`src/rtl/usb_tx_pkg.sv`:
```
// Shared types and constants for the USB transmit sequencer.
package usb_tx_pkg;

  typedef enum logic [2:0] {
    ST_IDLE     = 3'd0,
    ST_SYNC     = 3'd1,
    ST_PID      = 3'd2,
    ST_DATA     = 3'd3,
    ST_EOP_SE0A = 3'd4,
    ST_EOP_SE0B = 3'd5,
    ST_EOP_J    = 3'd6
  } tx_seq_state_t;

  // 0000_0001 on the wire, LSB first.
  localparam logic [7:0]  SYNC_BYTE    = 8'h80;
  localparam int unsigned STUFF_LIMIT  = 6;
  localparam int unsigned EOP_SE0_BITS = 2;

  // PID byte: check nibble (inverted PID) in the upper half.
  function automatic logic [7:0] pid_byte(input logic [3:0] pid);
    return {~pid, pid};
  endfunction

endpackage

```
`src/rtl/usb_tx_bit_stuffer.sv`:
```
// Ones-run tracker for USB bit stuffing. stuff_next is a lookahead:
// it is high while the bit now on the line completes a run of
// STUFF_LIMIT ones, so the sequencer can decide at that same bit_en
// to send a stuffed 0 in the following bit period.
module usb_tx_bit_stuffer
  import usb_tx_pkg::*;
(
  input  logic clk,
  input  logic rst,
  input  logic clr,
  input  logic enable,
  input  logic bit_en,
  input  logic sent_bit,
  output logic stuff_next
);

  localparam logic [2:0] ONES_MAX  = 3'(STUFF_LIMIT);
  localparam logic [2:0] ONES_LAST = 3'(STUFF_LIMIT - 1);

  logic [2:0] ones_r;

  // Count consecutive sent ones; any sent 0 (stuffed or not) clears the run.
  always_ff @(posedge clk or posedge rst) begin
    if (rst) begin
      ones_r <= 3'd0;
    end else if (clr) begin
      ones_r <= 3'd0;
    end else if (enable && bit_en) begin
      if (sent_bit && (ones_r != ONES_MAX)) begin
        ones_r <= ones_r + 3'd1;
      end else begin
        ones_r <= 3'd0;
      end
    end
  end

  assign stuff_next = enable & sent_bit & (ones_r == ONES_LAST);

endmodule

```
`src/rtl/usb_tx_sequencer.sv`:
```
// USB transmit packet sequencer: SYNC, PID, payload bytes and EOP,
// one bit per bit_en, with bit stuffing and one-byte payload prefetch.
module usb_tx_sequencer
  import usb_tx_pkg::*;
#(
  parameter  int MAX_BYTES = 64,
  localparam int LEN_W     = $clog2(MAX_BYTES + 1)
) (
  input  logic             clk,
  input  logic             rst,
  input  logic             tx_start,
  input  logic [3:0]       tx_pid,
  input  logic [LEN_W-1:0] tx_len,
  input  logic             bit_en,
  input  logic [7:0]       tx_byte,
  output logic             clock_run,
  output logic             get_tx_byte,
  output logic             tx_bit,
  output logic             tx_se0,
  output logic             tx_busy,
  output logic             tx_done
);

  localparam logic [LEN_W-1:0] LEN_MAX  = LEN_W'(MAX_BYTES);
  localparam logic [LEN_W-1:0] LEN_ZERO = {LEN_W{1'b0}};
  localparam logic [LEN_W-1:0] LEN_ONE  = LEN_W'(1);

  tx_seq_state_t    state_r, state_nxt_s, adv_state_s;
  logic [7:0]       shift_r, shift_nxt_s, adv_shift_s;
  logic [2:0]       bit_cnt_r, bit_cnt_nxt_s, adv_cnt_s;
  logic [LEN_W-1:0] bytes_left_r, bytes_left_nxt_s, adv_left_s;
  logic [LEN_W-1:0] len_clamped_s;
  logic [3:0]       pid_r, pid_nxt_s;
  logic [7:0]       prefetch_r;
  logic             fetch_pend_r;
  logic             stuffing_r, stuffing_nxt_s;
  logic             adv_bit_s, adv_se0_s, adv_get_s;
  logic             tx_bit_r, tx_bit_nxt_s;
  logic             tx_se0_r, tx_se0_nxt_s;
  logic             clock_run_r, clock_run_nxt_s;
  logic             get_r, get_nxt_s;
  logic             busy_r, busy_nxt_s;
  logic             done_r, done_nxt_s;
  logic             start_s, stuff_en_s, stuff_next_s;

  // Requested lengths beyond the buffer size are clamped.
  always_comb begin
    if (tx_len > LEN_MAX) begin
      len_clamped_s = LEN_MAX;
    end else begin
      len_clamped_s = tx_len;
    end
  end

  // Stuffing covers SYNC through the last payload bit (incl. a trailing stuff bit).
  always_comb begin
    case (state_r)
      ST_SYNC, ST_PID, ST_DATA: stuff_en_s = 1'b1;
      default:                  stuff_en_s = 1'b0;
    endcase
  end

  usb_tx_bit_stuffer u_stuffer (
    .clk       (clk),
    .rst       (rst),
    .clr       (start_s),
    .enable    (stuff_en_s),
    .bit_en    (bit_en),
    .sent_bit  (tx_bit_r),
    .stuff_next(stuff_next_s)
  );

  // What follows the real bit now on the line: next bit of the field, or next field.
  always_comb begin
    adv_state_s = state_r;
    adv_shift_s = {1'b0, shift_r[7:1]};
    adv_bit_s   = shift_r[1];
    adv_cnt_s   = bit_cnt_r + 3'd1;
    adv_left_s  = bytes_left_r;
    adv_get_s   = 1'b0;
    adv_se0_s   = 1'b0;
    if (bit_cnt_r != 3'd7) begin
      adv_cnt_s = bit_cnt_r + 3'd1;
    end else if (state_r == ST_SYNC) begin
      // PID load; start fetching the first payload byte behind it.
      adv_state_s = ST_PID;
      adv_shift_s = pid_byte(pid_r);
      adv_bit_s   = pid_r[0];
      adv_cnt_s   = 3'd0;
      adv_get_s   = (bytes_left_r != LEN_ZERO);
    end else if (bytes_left_r != LEN_ZERO) begin
      // Payload load from the prefetch register; refill it if more remain.
      adv_state_s = ST_DATA;
      adv_shift_s = prefetch_r;
      adv_bit_s   = prefetch_r[0];
      adv_cnt_s   = 3'd0;
      adv_left_s  = bytes_left_r - LEN_ONE;
      adv_get_s   = (bytes_left_r != LEN_ONE);
    end else begin
      adv_state_s = ST_EOP_SE0A;
      adv_shift_s = shift_r;
      adv_bit_s   = 1'b1;
      adv_cnt_s   = 3'd0;
      adv_se0_s   = 1'b1;
    end
  end

  // Next-state and next-output logic for the packet FSM.
  always_comb begin
    state_nxt_s      = state_r;
    shift_nxt_s      = shift_r;
    bit_cnt_nxt_s    = bit_cnt_r;
    bytes_left_nxt_s = bytes_left_r;
    pid_nxt_s        = pid_r;
    stuffing_nxt_s   = stuffing_r;
    tx_bit_nxt_s     = tx_bit_r;
    tx_se0_nxt_s     = tx_se0_r;
    clock_run_nxt_s  = clock_run_r;
    busy_nxt_s       = busy_r;
    get_nxt_s        = 1'b0;
    done_nxt_s       = 1'b0;
    start_s          = 1'b0;
    case (state_r)
      ST_IDLE: begin
        if (tx_start) begin
          start_s          = 1'b1;
          pid_nxt_s        = tx_pid;
          bytes_left_nxt_s = len_clamped_s;
          shift_nxt_s      = SYNC_BYTE;
          bit_cnt_nxt_s    = 3'd0;
          stuffing_nxt_s   = 1'b0;
          tx_bit_nxt_s     = SYNC_BYTE[0];
          tx_se0_nxt_s     = 1'b0;
          clock_run_nxt_s  = 1'b1;
          busy_nxt_s       = 1'b1;
          state_nxt_s      = ST_SYNC;
        end else begin
          tx_bit_nxt_s = 1'b1;
          tx_se0_nxt_s = 1'b0;
        end
      end
      ST_SYNC, ST_PID, ST_DATA: begin
        if (bit_en && (stuffing_r || !stuff_next_s)) begin
          // A real bit (or the stuff bit) ends: shift/load as pending.
          stuffing_nxt_s   = 1'b0;
          state_nxt_s      = adv_state_s;
          shift_nxt_s      = adv_shift_s;
          bit_cnt_nxt_s    = adv_cnt_s;
          bytes_left_nxt_s = adv_left_s;
          get_nxt_s        = adv_get_s;
          tx_bit_nxt_s     = adv_bit_s;
          tx_se0_nxt_s     = adv_se0_s;
        end else if (bit_en) begin
          // Run of ones complete: insert a 0, shift register and count hold.
          stuffing_nxt_s = 1'b1;
          tx_bit_nxt_s   = 1'b0;
        end else begin
          stuffing_nxt_s = stuffing_r;
        end
      end
      ST_EOP_SE0A: begin
        if (bit_en) begin
          state_nxt_s = ST_EOP_SE0B;
        end else begin
          state_nxt_s = state_r;
        end
      end
      ST_EOP_SE0B: begin
        if (bit_en) begin
          state_nxt_s  = ST_EOP_J;
          tx_se0_nxt_s = 1'b0;
          tx_bit_nxt_s = 1'b1;
        end else begin
          state_nxt_s = state_r;
        end
      end
      ST_EOP_J: begin
        if (bit_en) begin
          state_nxt_s     = ST_IDLE;
          done_nxt_s      = 1'b1;
          clock_run_nxt_s = 1'b0;
          busy_nxt_s      = 1'b0;
          tx_bit_nxt_s    = 1'b1;
        end else begin
          state_nxt_s = state_r;
        end
      end
      default: begin
        state_nxt_s     = ST_IDLE;
        clock_run_nxt_s = 1'b0;
        busy_nxt_s      = 1'b0;
        tx_bit_nxt_s    = 1'b1;
        tx_se0_nxt_s    = 1'b0;
      end
    endcase
  end

  // FSM, datapath and registered outputs.
  always_ff @(posedge clk or posedge rst) begin
    if (rst) begin
      state_r      <= ST_IDLE;
      shift_r      <= 8'h00;
      bit_cnt_r    <= 3'd0;
      bytes_left_r <= LEN_ZERO;
      pid_r        <= 4'h0;
      stuffing_r   <= 1'b0;
      tx_bit_r     <= 1'b1;
      tx_se0_r     <= 1'b0;
      clock_run_r  <= 1'b0;
      get_r        <= 1'b0;
      busy_r       <= 1'b0;
      done_r       <= 1'b0;
    end else begin
      state_r      <= state_nxt_s;
      shift_r      <= shift_nxt_s;
      bit_cnt_r    <= bit_cnt_nxt_s;
      bytes_left_r <= bytes_left_nxt_s;
      pid_r        <= pid_nxt_s;
      stuffing_r   <= stuffing_nxt_s;
      tx_bit_r     <= tx_bit_nxt_s;
      tx_se0_r     <= tx_se0_nxt_s;
      clock_run_r  <= clock_run_nxt_s;
      get_r        <= get_nxt_s;
      busy_r       <= busy_nxt_s;
      done_r       <= done_nxt_s;
    end
  end

  // Capture the buffer byte the cycle after the read strobe.
  always_ff @(posedge clk or posedge rst) begin
    if (rst) begin
      fetch_pend_r <= 1'b0;
      prefetch_r   <= 8'h00;
    end else begin
      fetch_pend_r <= get_r;
      if (fetch_pend_r) begin
        prefetch_r <= tx_byte;
      end
    end
  end

  assign clock_run   = clock_run_r;
  assign get_tx_byte = get_r;
  assign tx_bit      = tx_bit_r;
  assign tx_se0      = tx_se0_r;
  assign tx_busy     = busy_r;
  assign tx_done     = done_r;

endmodule
```
`config.mk`:
```
export PLATFORM = sky130hd
export DESIGN_NAME = usb_tx_sequencer
export DESIGN_NICKNAME = d
export VERILOG_FILES = /design/src/rtl/usb_tx_pkg.sv /design/src/rtl/usb_tx_bit_stuffer.sv /design/src/rtl/usb_tx_sequencer.sv
export SDC_FILE = /design/constraint.sdc
export NUM_CORES = 1
export LEC_CHECK = 0
export BUFFER_PORTS_ARGS = -buffer_cell sky130_fd_sc_hd__buf_4
export CORE_MARGIN = 2
export CORE_UTILIZATION = 62
export CTS_CLUSTER_DIAMETER = 60
export DETAILED_ROUTE_END_ITERATION = 6
export GPL_TIMING_DRIVEN = 0
export PLACE_DENSITY = 0.83
export SLEW_MARGIN = 25
export SYNTH_ARGS = -nofsm -noshare
export SYNTH_HDL_FRONTEND = slang
export SYNTH_SLANG_ARGS = --single-unit
```
`constraint.sdc`:
```
create_clock -name clk -period 3.33 [get_ports clk]
set_input_delay 0.333 -clock clk [delete_from_list [all_inputs] [get_ports clk]]
set_output_delay 0.333 -clock clk [all_outputs]
set_load 0.02 [all_outputs]
```
Word-level counts from Yosys, hierarchy flattened
Index checks and enable logic that the tools add are counted.
{"block": "op_classes", "n_div": 0, "add_sub_neg": 3, "shift": 0, "reduce_logical": 22, "n_eq_ne": 21, "multipliers": 0, "muxes": 57, "order_cmp": 1, "bitwise_logic": 6}
{"cell": "2-to-1 mux 3 bit", "n": 14}
{"cell": "2-to-1 mux 7 bit", "n": 6}
{"cell": "2-to-1 mux 8 bit", "n": 5}
{"cell": "2-to-1 mux 1 bit", "n": 24}
{"cell": "inequality test 2 bit, second input constant", "n": 8}
{"cell": "one-hot mux 8 bit (2 select lines)", "n": 1}
{"cell": "one-hot mux 3 bit (5 select lines)", "n": 1}
{"cell": "AND reduction 3 bit", "n": 5}
{"cell": "one-hot mux 7 bit (2 select lines)", "n": 1}
{"cell": "== test 3 bit, second input constant", "n": 4}
{"cell": "AND reduction 6 bit", "n": 2}
{"cell": "inequality test 3 bit, second input constant", "n": 3}
{"cell": "> comparator 7 bit, second input constant", "n": 1}
{"cell": "inequality test 7 x 1 -> 1 bit, second input constant", "n": 1}
{"cell": "nonzero test 7 bit", "n": 1}
{"cell": "subtractor 7 x 1 -> 7 bit, second input constant", "n": 1}
{"cell": "adder 3 x 1 -> 3 bit, second input constant", "n": 2}
{"cell": "== test 3 x 2 -> 1 bit, second input constant", "n": 2}
{"cell": "one-hot mux 1 bit (3 select lines)", "n": 2}
{"cell": "one-hot mux 3 bit (2 select lines)", "n": 1}
{"cell": "OR reduction 5 bit", "n": 1}
{"cell": "inequality test 4 bit, second input constant", "n": 1}
{"cell": "inverter 4 bit", "n": 1}
{"cell": "one-hot mux 1 bit (4 select lines)", "n": 1}
{"cell": "14 further kinds", "n": 21}
{"block": "word_totals", "memories": 0, "reg_bits": 43, "romBits": 0, "in_bits": 23, "ramBits": 0, "latchBits": 0, "out_inout_bits": 6, "wordCells": 124}

Logic depth before layout (Yosys ltp)
Gate-level depths: netlist (run 1).
{"block": "logic_depth", "ltp_word": 10, "depth_mapped": 7, "depth_no_buf": 7}

Hierarchy
A second synthesis (run 1) with hierarchy kept.
{"block": "unflattened", "cells_unflattened": 237, "hier_area_um2": 2401.1}
{"mod": "usb_tx_sequencer", "cells_each": 213, "area_per_inst_um2": 2194.6, "seq_area_each_um2": 977.2, "n_inst": 1}
{"mod": "usb_tx_bit_stuffer", "cells_each": 24, "area_per_inst_um2": 206.4, "seq_area_each_um2": 75.1, "n_inst": 1}

Least setup slack after synthesis (run 1)
Ideal clock, no wire load.
{"block": "synth_timing", "kind": "register to register", "from": "register bytes_left_r[0]", "to": "register shift_r[1]", "required_ns": 3.205, "synth_period_minus_slack_ns": 2.139, "setup_ns": 0.125, "setup_slack_ns": 1.191, "arrival_time_ns": 2.014, "path_buffers": 0, "path_stages_with_launch": 8, "path_cell_list": "dfrtp_1 -> inv_1 -> ha_1 -> or4b_1 -> nor3_1 -> nand2_1 -> o21bai_2 -> mux2_2"}
{"block": "synth_via", "elab_chain_cells": 3}
{"element": "from (decl)", "line_no": "usb_tx_sequencer.sv:31", "source": "logic [LEN_W-1:0] bytes_left_r, bytes_left_nxt_s, adv_left_s;"}
{"element": "from (signal assigned)", "line_no": "usb_tx_sequencer.sv:217", "source": "bytes_left_r <= bytes_left_nxt_s;"}
{"element": "nonzero test 7 bit", "line_no": "usb_tx_sequencer.sv:91", "source": "end else if (bytes_left_r != LEN_ZERO) begin"}
{"element": "inequality test 4 bit (no line)"}
{"element": "AND reduction 4 bit (no line)"}
{"element": "to (signal assigned)", "line_no": "usb_tx_sequencer.sv:215", "source": "shift_r <= shift_nxt_s;"}
{"element": "to (decl)", "line_no": "usb_tx_sequencer.sv:29", "source": "logic [7:0] shift_r, shift_nxt_s, adv_shift_s;"}
No other way between the ends.
A chain may end at the register's enable or synchronous reset.

Final worst setup path (run 1)
{"block": "layout_timing", "from": "register bytes_left_r[0]", "to": "register shift_r[6]"}
Same word-level chain as after synthesis.

==> out/summary.txt, run 1 <==
number of max-cap violations -> 0
static leakage -> 1.23 nW
Detailed Route Iter0 Violations -> 214
vias per cell -> 5.97
Final Critical Period -> 2470 ps
Int Power -> 1.25 mW
Remaining DRCs -> 0
Synth warnings -> 0
Crit path required time -> 3520 ps
Setup Total Neg Slack -> 0 ps
clock network power share -> 16.6%
Final #Nets -> 305
Yosys reg bits -> 42
dpl hpwl -> 3.54 mm
CTS clock-pin slew for the worst setup and hold paths -> 80 ps
initial antenna violation count -> 0
post-CTS setup buffers -> 0
fin crit share -> 74.2%
crit path DAT -> 2660 ps
flop2flop setup slack -> 860 ps
GRT Residual Overflow -> 0
CP Max Fanout -> 7
Slew HR -> 56.5%
# diodes -> 0
wire length per cell -> 15.4 um
Num CTS Buffers -> 5
Net Sw Frac -> 40.0%
Post-Synthesis Cells -> 238
die height -> 64.7 um
first-pass GRT wire length -> 8.56 mm
Fmax -> 405 MHz
RSZ-0062 raised after global routing -> no
combinational power share -> 42.6%
number of global-route vias before repair -> 1,836
final slew viol count -> 0
clk_lat worst skew -> 300 ps
number of library cell types mapped by synthesis -> 47
share of layout cells above drive strength 1 -> 23.3%
DIE WIDTH -> 64.7 um
initial core utilization -> 63.3%
# resized after CTS -> 0
sequential area share after synthesis -> 46.1%
syn avg cell area -> 9.59 um^2
CTS tree -> built
core area -> 3610 um^2
DRT antenna net count -> 0
Clock Tree Buf Depth -> 2
critical path endpoint category -> register
PwrDens -> 777 nW/um^2
Max VDD drop -> 0.412 mV
Hold Path Depth -> 3
outcome -> finished clean
Worst Reg-to-Reg Cells -> 7
final-report hold violation count -> 0
Layout area overhead -> 17.0%
H-tree lvl count -> 2
CP Class -> reg -> reg
IO Count -> 29
Post-Route WL -> 4.99 mm
sequential share of power -> 40.7%
cell area after synthesis -> 2280 um^2
Finished Layout Cells -> 323
vias -> 1,929
Worst Hold Class -> in -> reg
total track usage -> 26.9%
pin count of the biggest net entering global routing -> 29
Sink Count -> 42
Placer Congestion -> 0.930
# rows -> 22
worst slew pin tran -> 651 ps
drt first pass iters -> 4
DP Cell Count -> 314
Top FF cell, synth -> dfrtp_1
final setup vio count -> 0
Post-synth EDFFs -> 0
Root Buffer Master -> clkbuf_8
I/O Buffers -> 27
DIE AREA -> 4180 um^2
Synth async-reset ratio -> 100%
Worst Skew -> 3.87 ps
Switch Pwr -> 831 uW
Syn Nets -> 269
crit start category -> register
[critical path: stages, from the launching register on]
cell	delay [ps]
dfrtp_1	430
inv_1	110
ha_1	180
or4b_1	470
nor3_1	230
nand2_1	170
o21bai_2	380
mux2_2	380
[cell usage after synthesis, types with 2 or more instances]
cell type  instances  area, um^2
nand3_1            3        15.0
dfrtp_1           41        1030
nor3_1             4        20.0
clkbuf_1          12        45.0
o31ai_1            2        15.0
o211ai_1           3        22.5
nand2_1           31         116
a22o_1             4        35.0
mux2i_1            3        30.0
o21ai_0           19        95.1
a2bb2oi_1          3        26.3
inv_1              9        33.8
nor3b_1            4        30.0
or4_1              2        15.0
a221oi_1           2        17.5
ha_1               8         100
or3b_2             2        17.5
a31oi_1            4        25.0
nand3b_1           2        15.0
o21bai_1           2        15.0
nor2_1            18        67.6
nand2b_1           3        18.8
nor2b_1            3        18.8
mux2_2            15         169
a21oi_1           17        85.1
[worst paths after layout]
kind                                   end            start
hold reg to reg               fetch_pend_r      get_tx_byte
setup / recovery                shift_r[6]  bytes_left_r[0]
min in group asynchronous       state_r[1]              rst
max in group asynchronous  bytes_left_r[1]              rst
setup reg to reg                shift_r[6]  bytes_left_r[0]
hold / removal                    pid_r[2]        tx_pid[2]
[area by class of cell]
type / instances / area [um^2]
multi-input cells: 174 / 1140
fillers: 282 / 935
repair buffers: 29 / 233
well taps: 48 / 60.1
clock buffers: 6 / 82.6
plain buffers: 13 / 52.6
clock inverters: 2 / 12.5
flip-flops and latches: 42 / 1050
inverters: 9 / 33.8
[cell usage in the layout, fill, tap and decap left out, types with 4 or more instances in the layout]
cell / instances
a21oi_1: 17
a22o_1: 4
a31oi_1: 4
buf_4: 28
clkbuf_1: 12
clkbuf_8: 6
dfrtp_1: 41
ha_1: 8
inv_1: 8
mux2_2: 15
nand2_1: 31
nor2_1: 18
nor3_1: 4
nor3b_1: 4
o21ai_0: 19
[power groups by stage]
stage / Combinational (mW) / Sequential, mW / Clock (mW)
floorplan: 0.665 / 0.812 / 0
global placement: 0.843 / 0.842 / 0
detailed placement: 0.873 / 0.850 / 0
CTS: 0.879 / 0.840 / 0.355
global route: 0.997 / 0.870 / 0.371
finish: 0.885 / 0.846 / 0.345
[through the flow]
| step | utilization (%) | total power, mW | setup WS, ps | cell area [um^2] | hold slack (ps) |
|---|---|---|---|---|---|
| 5_1_grt | 74.1 | 2.24 | 640 | 2670 | 224 |
| 4_1_cts | 74.1 | 2.07 | 851 | 2670 | 210 |
| 6_report | 74.1 | 2.08 | 858 | 2670 | 221 |
| 3_3_place_gp | 70.6 | 1.68 | 973 | 2550 | 369 |
| 3_5_place_dp | 71.2 | 1.72 | 862 | 2570 | 321 |
| 2_1_floorplan | - | 1.48 | 1190 | 2280 | 438 |
[flip-flops by register name (all words and copies together) (netlist names)]
name / flops
fetch_pend_r: 1
prefetch_r: 8
tx_busy: 1
u_stuffer.ones_r: 3
bytes_left_r: 7
shift_r: 7
tx_done: 1
state_r: 3
tx_bit: 1
pid_r: 4
bit_cnt_r: 3
get_tx_byte: 1
tx_se0: 1
stuffing_r: 1
[layer usage]
layer	up-vias	track usage, %	routed length (um)
li1	933	-	-
met4	0	9.57	101
met1	927	36.4	2200
met5	-	0	0
met2	60	43.2	2380
met3	9	5.56	302
[repair_timing]
action | CTS | global route
hold buffers | 1 | 0
endpoints found under the setup margin | 0 | 0
hold endpoints to repair | 13 | 0
[cells by family (layout without fill, tap and decap cells)]
group	after synthesis	in the layout	share of synthesized area, %
adder cells (fa/ha/maj)	8	8	4.38
AO/OA/AOI/OAI	65	65	18.4
AND/OR/NAND/NOR	83	83	18.7
multiplexers	18	18	8.71
flip-flops	42	42	46.1
buffers and inverters	22	59	3.78
(Power assumes the default switching activity.)
==> inputs of run 2 (changes only) <==
--- a/config.mk
+++ b/config.mk
@@ -5,13 +5,14 @@
 export SDC_FILE = /design/constraint.sdc
 export NUM_CORES = 1
 export LEC_CHECK = 0
+export ABC_AREA = 1
 export BUFFER_PORTS_ARGS = -buffer_cell sky130_fd_sc_hd__buf_4
 export CORE_MARGIN = 2
-export CORE_UTILIZATION = 62
+export CORE_UTILIZATION = 52
 export CTS_CLUSTER_DIAMETER = 60
 export DETAILED_ROUTE_END_ITERATION = 6
 export GPL_TIMING_DRIVEN = 0
-export PLACE_DENSITY = 0.83
+export PLACE_DENSITY = 0.73
 export SLEW_MARGIN = 25
 export SYNTH_ARGS = -nofsm -noshare
 export SYNTH_HDL_FRONTEND = slang
==> constraint.sdc (replaced) <==
create_clock -name clk -period 2.1 [get_ports clk]
set_input_delay 0.21 -clock clk [delete_from_list [all_inputs] [get_ports clk]]
set_output_delay 0.21 -clock clk [all_outputs]
set_load 0.02 [all_outputs]
==> out/summary.txt, run 2 <==
crit path DAT -> 2000 ps (was 2660 ps)
fin crit share -> 86.6% (was 74.2%)
post-synth top area share -> 43.0% (was 44.9%)
slowest stage delay, CP -> 370 ps (was 470 ps)
first-pass GRT wire length -> 8.28 mm (was 8.56 mm)
Synth warnings -> 0 (unchanged)
Critical Path, Cell by Cell -> ha_1 > ha_1 > buf_2 > inv_1 > nand2_1 > nand2_1 > nor2_1 > nand2_4 > nor2_1 > a21oi_1 (was inv_1 > ha_1 > or4b_1 > nor3_1 > nand2_1 > o21bai_2 > mux2_2)
RSZ-0062 raised after global routing -> no (unchanged)
Fmax -> 550 MHz (was 405 MHz)
Sink Count -> 42 (unchanged)
Remaining DRCs -> 0 (unchanged)
Final #Nets -> 359 (was 305)
total track usage -> 20.7% (was 26.9%)
H-tree lvl count -> 2 (unchanged)
share of layout cells above drive strength 1 -> 23.1% (was 23.3%)
# rows -> 24 (was 22)
Final Critical Period -> 1820 ps (was 2470 ps)
reg2reg start -> bit_cnt_r[0] (was bytes_left_r[0])
final slew viol count -> 0 (unchanged)
most common library cells after synthesis -> nand2_1 (82), dfrtp_1 (41), inv_1 (34), o21ai_0 (25), nor2_1 (20) (was dfrtp_1 (41), nand2_1 (31), o21ai_0 (19), nor2_1 (18), a21oi_1 (17))
initial antenna violation count -> 0 (unchanged)
static leakage -> 1.45 nW (was 1.23 nW)
dpl hpwl -> 3.57 mm (was 3.54 mm)
cell area after synthesis -> 2380 um^2 (was 2280 um^2)
PwrDens -> 1200 nW/um^2 (was 777 nW/um^2)
final setup vio count -> 0 (unchanged)
outcome -> finished clean (unchanged)
Post-Route WL -> 4.74 mm (was 4.99 mm)
Post-synth EDFFs -> 0 (unchanged)
CP Max Fanout -> 10 (was 7)
Finished Layout Cells -> 381 (was 323)
Root Buffer Master -> clkbuf_8 (unchanged)
Worst Path Buf+Inv -> 2 (was 1)
syn avg cell area -> 8.19 um^2 (was 9.59 um^2)
crit start category -> register (unchanged)
CTS clock-pin slew for the worst setup and hold paths -> 80 ps (about the same)
Detailed Route Iter0 Violations -> 107 (was 214)
number of library cell types mapped by synthesis -> 31 (was 47)
post-CTS setup buffers -> 0 (unchanged)
DIE AREA -> 5140 um^2 (was 4180 um^2)
CP Class -> reg -> reg (unchanged)
max FFs per register -> 8 (unchanged)
fillers -> 401 (was 282)
Top reg by flops -> prefetch_r (unchanged)
Worst Hold Launch -> tx_byte[7] (was tx_pid[2])
Area contributors post-synth -> dfrtp_1 (43%), nand2_1 (13%), inv_1 (5.4%) (was dfrtp_1 (45%), mux2_2 (7.4%), nand2_1 (5.1%))
pin count of the biggest net entering global routing -> 26 (was 29)
IO Count -> 29 (unchanged)
# diodes -> 0 (unchanged)
DIE WIDTH -> 71.7 um (was 64.7 um)
Layout area overhead -> 17.4% (was 17.0%)
critical path endpoint category -> register (unchanged)
Worst Skew -> 4.58 ps (was 3.87 ps)
GRT Residual Overflow -> 0 (unchanged)
DP Cell Count -> 372 (was 314)
Max VDD drop -> 0.581 mV (was 0.412 mV)
Slowest-stage cell, CP -> dfrtp_1 (was or4b_1)
Synth async-reset ratio -> 100% (unchanged)
Pwr Total -> 3.35 mW (was 2.08 mW)
vias -> 1,970 (was 1,929)
I/O Buffers -> 28 (was 27)
biggest regs -> prefetch_r x8, bytes_left_r x7, shift_r x7 (unchanged)
vias per cell -> 5.17 (was 5.97)
number of max-cap violations -> 0 (unchanged)
sequential area share after synthesis -> 44.1% (was 46.1%)
core area -> 4380 um^2 (was 3610 um^2)
Post-Synthesis Cells -> 291 (was 238)
CTS tree -> built (unchanged)
most common library cell in the layout ignoring fill and taps -> nand2_1 (was dfrtp_1)
area leader, netlist -> dfrtp_1 (unchanged)
Setup WS pre-CTS -> 316 ps (was 862 ps)
die height -> 71.7 um (was 64.7 um)
number of global-route vias before repair -> 1,774 (was 1,836)
Syn Nets -> 322 (was 269)
count leader, synth -> nand2_1 (was dfrtp_1)
Yosys reg bits -> 42 (unchanged)
commonest cells after routing, fill and taps aside -> nand2_1 (82), dfrtp_1 (41), inv_1 (33) (was dfrtp_1 (41), nand2_1 (31), buf_4 (28))
clk_lat worst skew -> 300 ps (about the same)
Crit path max-delay family -> simple AND/OR/NAND/NOR gates (unchanged)
wire length per cell -> 12.4 um (was 15.4 um)
Top FF cell, synth -> dfrtp_1 (unchanged)
Crit path required time -> 2280 ps (was 3520 ps)
worst setup margin -> 281 ps (was 858 ps)
# resized after CTS -> 0 (unchanged)
Setup Total Neg Slack -> 0 ps (unchanged)
drt first pass iters -> 4 (unchanged)
final-report hold violation count -> 0 (unchanged)
initial core utilization -> 54.4% (was 63.3%)
worst slew pin tran -> 395 ps (was 651 ps)
CP startpoint -> bit_cnt_r[0] (was bytes_left_r[0])
Final Cell Area -> 2800 um^2 (was 2670 um^2)
DRT antenna net count -> 0 (unchanged)
Placed Area -> 2680 um^2 (was 2570 um^2)
Placer Congestion -> 0.823 (was 0.930)
Num CTS Buffers -> 5 (unchanged)
Slew HR -> 73.6% (was 56.5%)
Worst Hold Class -> in -> reg (unchanged)
Clock Tree Buf Depth -> 2 (unchanged)
[run 2: metal layers]
metal	share of wire (%)	up-vias	routed length, um	global-route usage [%]
met2	45	41	2130	32.4
li1	-	1015	-	-
met1	49	905	2320	27.9
met3	4.1	9	195	4.78
met4	2.1	0	98	7.97
met5	0	-	0	0
[run 2: kinds of logic after synthesis]
group,count (synthesis),synth area share [%]
mux,7,3.31
simple gates,139,27.6
fa+ha+maj,8,4.20
compound gates,50,12.4
flops,42,44.1
buf+inv,44,7.98
xor+xnor,1,0.368
[run 2: tightest hold or removal path: cells and delay by family]
family,cells,cell delay (ps)
compound gates,1,60
buf+inv,1,70
simple gates,1,30
[run 2: final cells by class]
| cell class | instances | area (um^2) | area share [%] |
|---|---|---|---|
| Tap cell | 52 | 65.1 | 2.33 |
| Sequential cell | 42 | 1050 | 37.6 |
| Clock inverter | 3 | 40.0 | 1.43 |
| Timing Repair Buffer | 30 | 240 | 8.59 |
| Multi-Input combinational cell | 205 | 1140 | 40.8 |
| Inverter | 37 | 139 | 4.96 |
| Clock buffer | 5 | 68.8 | 2.46 |
| Buffer | 7 | 51.3 | 1.83 |
[run 2: path summary, 6_finish.rpt]
path	endpoint	slack, ps	depth (start not counted)
max	state_r[1]	280	10
min	prefetch_r[7]	110	3
max reg2reg	state_r[1]	280	10
min reg2reg	fetch_pend_r	400	0
max in group asynchronous	tx_bit	1110	4
min in group asynchronous	prefetch_r[4]	460	3
[run 2: timing repair]
action                                  CTS  global route
hold buffers                              1             0
hold endpoints to repair                 17             0
endpoints found under the setup margin    0             0
[run 2: through the flow]
step | utilization (%) | hold slack [ps]
after floorplan | - | 327
after global placement | 60.6 | 367
after detailed placement | 61.1 | 227
after CTS | 63.8 | 105
after global routing | 63.8 | 108
final | 63.8 | 107
[run 2: where the power goes]
| group | total (mW) | switching [mW] | internal (mW) |
|---|---|---|---|
| logic | 1.42 | 0.861 | 0.561 |
| clock network | 0.637 | 0.287 | 0.350 |
| registers | 1.29 | 0.195 | 1.10 |
| total | 3.35 | 1.34 | 2.01 |
==> inputs of run 3 (changes only) <==
--- a/config.mk
+++ b/config.mk
@@ -12,8 +12,8 @@
 export CTS_CLUSTER_DIAMETER = 60
 export DETAILED_ROUTE_END_ITERATION = 6
 export GPL_TIMING_DRIVEN = 0
-export PLACE_DENSITY = 0.73
-export SLEW_MARGIN = 25
+export PLACE_DENSITY = 0.83
+export SLEW_MARGIN = 5
 export SYNTH_ARGS = -nofsm -noshare
 export SYNTH_HDL_FRONTEND = slang
 export SYNTH_SLANG_ARGS = --single-unit
==> out/summary.txt, run 3 (same netlist as run 2, synthesis figures left out) <==
worst hold endpoint -> prefetch_r[3] (was prefetch_r[7])
Hold Path Depth -> 3 (unchanged)
CTS clock-pin slew for the worst setup and hold paths -> 80 ps (about the same)
Placer Congestion -> 0.845 (was 0.823)
drt first pass iters -> 4 (unchanged)
CP Max Fanout -> 10 (unchanged)
Worst Skew -> 6.48 ps (was 4.58 ps)
PwrDens -> 1170 nW/um^2 (was 1200 nW/um^2)
RR Endpoint -> state_r[2] (was state_r[1])
sequential share of power -> 39.9% (was 38.6%)
initial antenna violation count -> 0 (unchanged)
die height -> 71.7 um (unchanged)
initial core utilization -> 54.4% (unchanged)
fin crit share -> 87.9% (was 86.6%)
final slew viol count -> 0 (unchanged)
Final #Nets -> 359 (unchanged)
CTS tree -> built (unchanged)
post-CTS setup buffers -> 0 (unchanged)
Finished Layout Cells -> 381 (unchanged)
share of layout cells above drive strength 1 -> 22.8% (was 23.1%)
Worst Path Buf+Inv -> 2 (unchanged)
final-report hold violation count -> 0 (unchanged)
Detailed Route Iter0 Violations -> 123 (was 107)
pin count of the biggest net entering global routing -> 43 (was 26)
DRT antenna net count -> 0 (unchanged)
# rows -> 24 (unchanged)
number of global-route vias before repair -> 1,895 (was 1,774)
RSZ-0062 raised after global routing -> no (unchanged)
dpl hpwl -> 3.54 mm (was 3.57 mm)
# diodes -> 0 (unchanged)
outcome -> finished clean (unchanged)
crit path DAT -> 2020 ps (was 2000 ps)
IO Count -> 29 (unchanged)
total track usage -> 20.3% (was 20.7%)
worst setup margin -> 253 ps (was 281 ps)
vias per cell -> 5.24 (was 5.17)
Clock Tree Buf Depth -> 2 (unchanged)
Slew HR -> 74.9% (was 73.6%)
Worst Hold Launch -> tx_byte[3] (was tx_byte[7])
Layout area overhead -> 16.6% (was 17.4%)
final setup vio count -> 0 (unchanged)
Net Sw Frac -> 41.1% (was 40.1%)
Crit path required time -> 2280 ps (about the same)
max FFs per register -> 8 (unchanged)
Int Power -> 1.93 mW (was 2.01 mW)
Pwr Total -> 3.27 mW (was 3.35 mW)
cts hold-fix bufs -> 1 (unchanged)
I/O Buffers -> 28 (unchanged)
clk_lat worst skew -> 300 ps (about the same)
Setup WS pre-CTS -> 295 ps (was 316 ps)
commonest cells after routing, fill and taps aside -> nand2_1 (82), dfrtp_1 (41), inv_1 (33) (unchanged)
slowest stage delay, CP -> 370 ps (about the same)
DIE WIDTH -> 71.7 um (unchanged)
worst slew pin tran -> 372 ps (was 395 ps)
Switch Pwr -> 1.34 mW (about the same)
vias -> 1,997 (was 1,970)
Max VDD drop -> 0.690 mV (was 0.581 mV)
first-pass GRT wire length -> 8.17 mm (was 8.28 mm)
wire length per cell -> 12.5 um (was 12.4 um)
Worst Reg-to-Reg Cells -> 10 (unchanged)
Setup Total Neg Slack -> 0 ps (unchanged)
DP Cell Count -> 372 (unchanged)
Slowest-stage cell, CP -> dfrtp_1 (unchanged)
reg2reg start -> bit_cnt_r[0] (unchanged)
CP Class -> reg -> reg (unchanged)
Root Buffer Master -> clkbuf_8 (unchanged)
DIE AREA -> 5140 um^2 (unchanged)
Fmax -> 542 MHz (was 550 MHz)
Top reg by flops -> prefetch_r (unchanged)
Final Critical Period -> 1850 ps (was 1820 ps)
Remaining DRCs -> 0 (unchanged)
crit start category -> register (unchanged)
CP most frequent cell -> nand2_1
Critical Path, Cell by Cell -> ha_1 > ha_1 > buf_2 > inv_1 > nand2_1 > nand2_1 > nor2_1 > nand2_4 > nand2_1 > o21ai_0 (was ha_1 > ha_1 > buf_2 > inv_1 > nand2_1 > nand2_1 > nor2_1 > nand2_4 > nor2_1 > a21oi_1)
Worst Hold Class -> in -> reg (unchanged)
final core utilization -> 63.4% (was 63.8%)
most common library cell in the layout ignoring fill and taps -> nand2_1 (unchanged)
Post-Route WL -> 4.78 mm (was 4.74 mm)
GRT Residual Overflow -> 0 (unchanged)
combinational power share -> 43.7% (was 42.4%)
critical path endpoint category -> register (unchanged)
clock network power share -> 16.4% (was 19.0%)
H-tree lvl count -> 2 (unchanged)
Sink Count -> 42 (unchanged)
Crit path max-delay family -> simple AND/OR/NAND/NOR gates (unchanged)
static leakage -> 1.44 nW (was 1.45 nW)
flop2flop setup slack -> 250 ps (was 280 ps)
Num CTS Buffers -> 5 (unchanged)
core area -> 4380 um^2 (unchanged)
# resized after CTS -> 0 (unchanged)
number of max-cap violations -> 0 (unchanged)
biggest regs -> prefetch_r x8, bytes_left_r x7, shift_r x7 (unchanged)
-- run 3: routing by layer --
metal	wire, um	GRT usage [%]	vias to the layer above
li1	-	-	1013
met1	2190	26.0	941
met2	2340	34.0	38
met3	191	4.92	5
met4	58	6.71	0
met5	0	0	-
-- run 3: worst max path at each step --
stage          cells past startpoint         endpoint            start  slack, ps
2_1_floorplan                     10  bytes_left_r[1]  bytes_left_r[0]        560
3_3_place_gp                       2           tx_se0              rst        360
3_5_place_dp                       9       state_r[2]     bit_cnt_r[0]        290
4_1_cts                            9       state_r[2]     bit_cnt_r[0]        260
5_1_grt                           10       state_r[0]     bit_cnt_r[0]        130
6_report                          10       state_r[2]     bit_cnt_r[0]        250
-- run 3: power groups by stage --
stage          clock [mW]  combinational [mW]  sequential [mW]
2_1_floorplan           0                1.13             1.27
3_3_place_gp            0                1.36             1.30
3_5_place_dp            0                1.43             1.31
4_1_cts             0.544                1.44             1.30
5_1_grt             0.580                1.63             1.34
6_report            0.536                1.43             1.30
-- run 3: cell type report --
| class | instances | area, um^2 |
|---|---|---|
| Sequential cell | 42 | 1050 |
| Buffer | 7 | 51.3 |
| Clock inverter | 1 | 5.00 |
| Fill cell | 367 | 1600 |
| Multi-Input combinational cell | 205 | 1140 |
| Inverter | 37 | 139 |
| Timing Repair Buffer | 30 | 240 |
| Clock buffer | 7 | 86.3 |
| Tap cell | 52 | 65.1 |
-- run 3: through the flow --
stage | hold slack (ps) | area (um^2)
floorplan | 327 | 2380
global placement | 367 | 2660
detailed placement | 266 | 2680
CTS | 115 | 2780
global route | 113 | 2780
finish | 119 | 2780
-- run 3: worst min-delay path, delay by kind of cell --
family                 cells  cell delay, ps
and+or+nand+nor            1              40
buffers and inverters      1              70
AOI/OAI and AO/OA          1              60
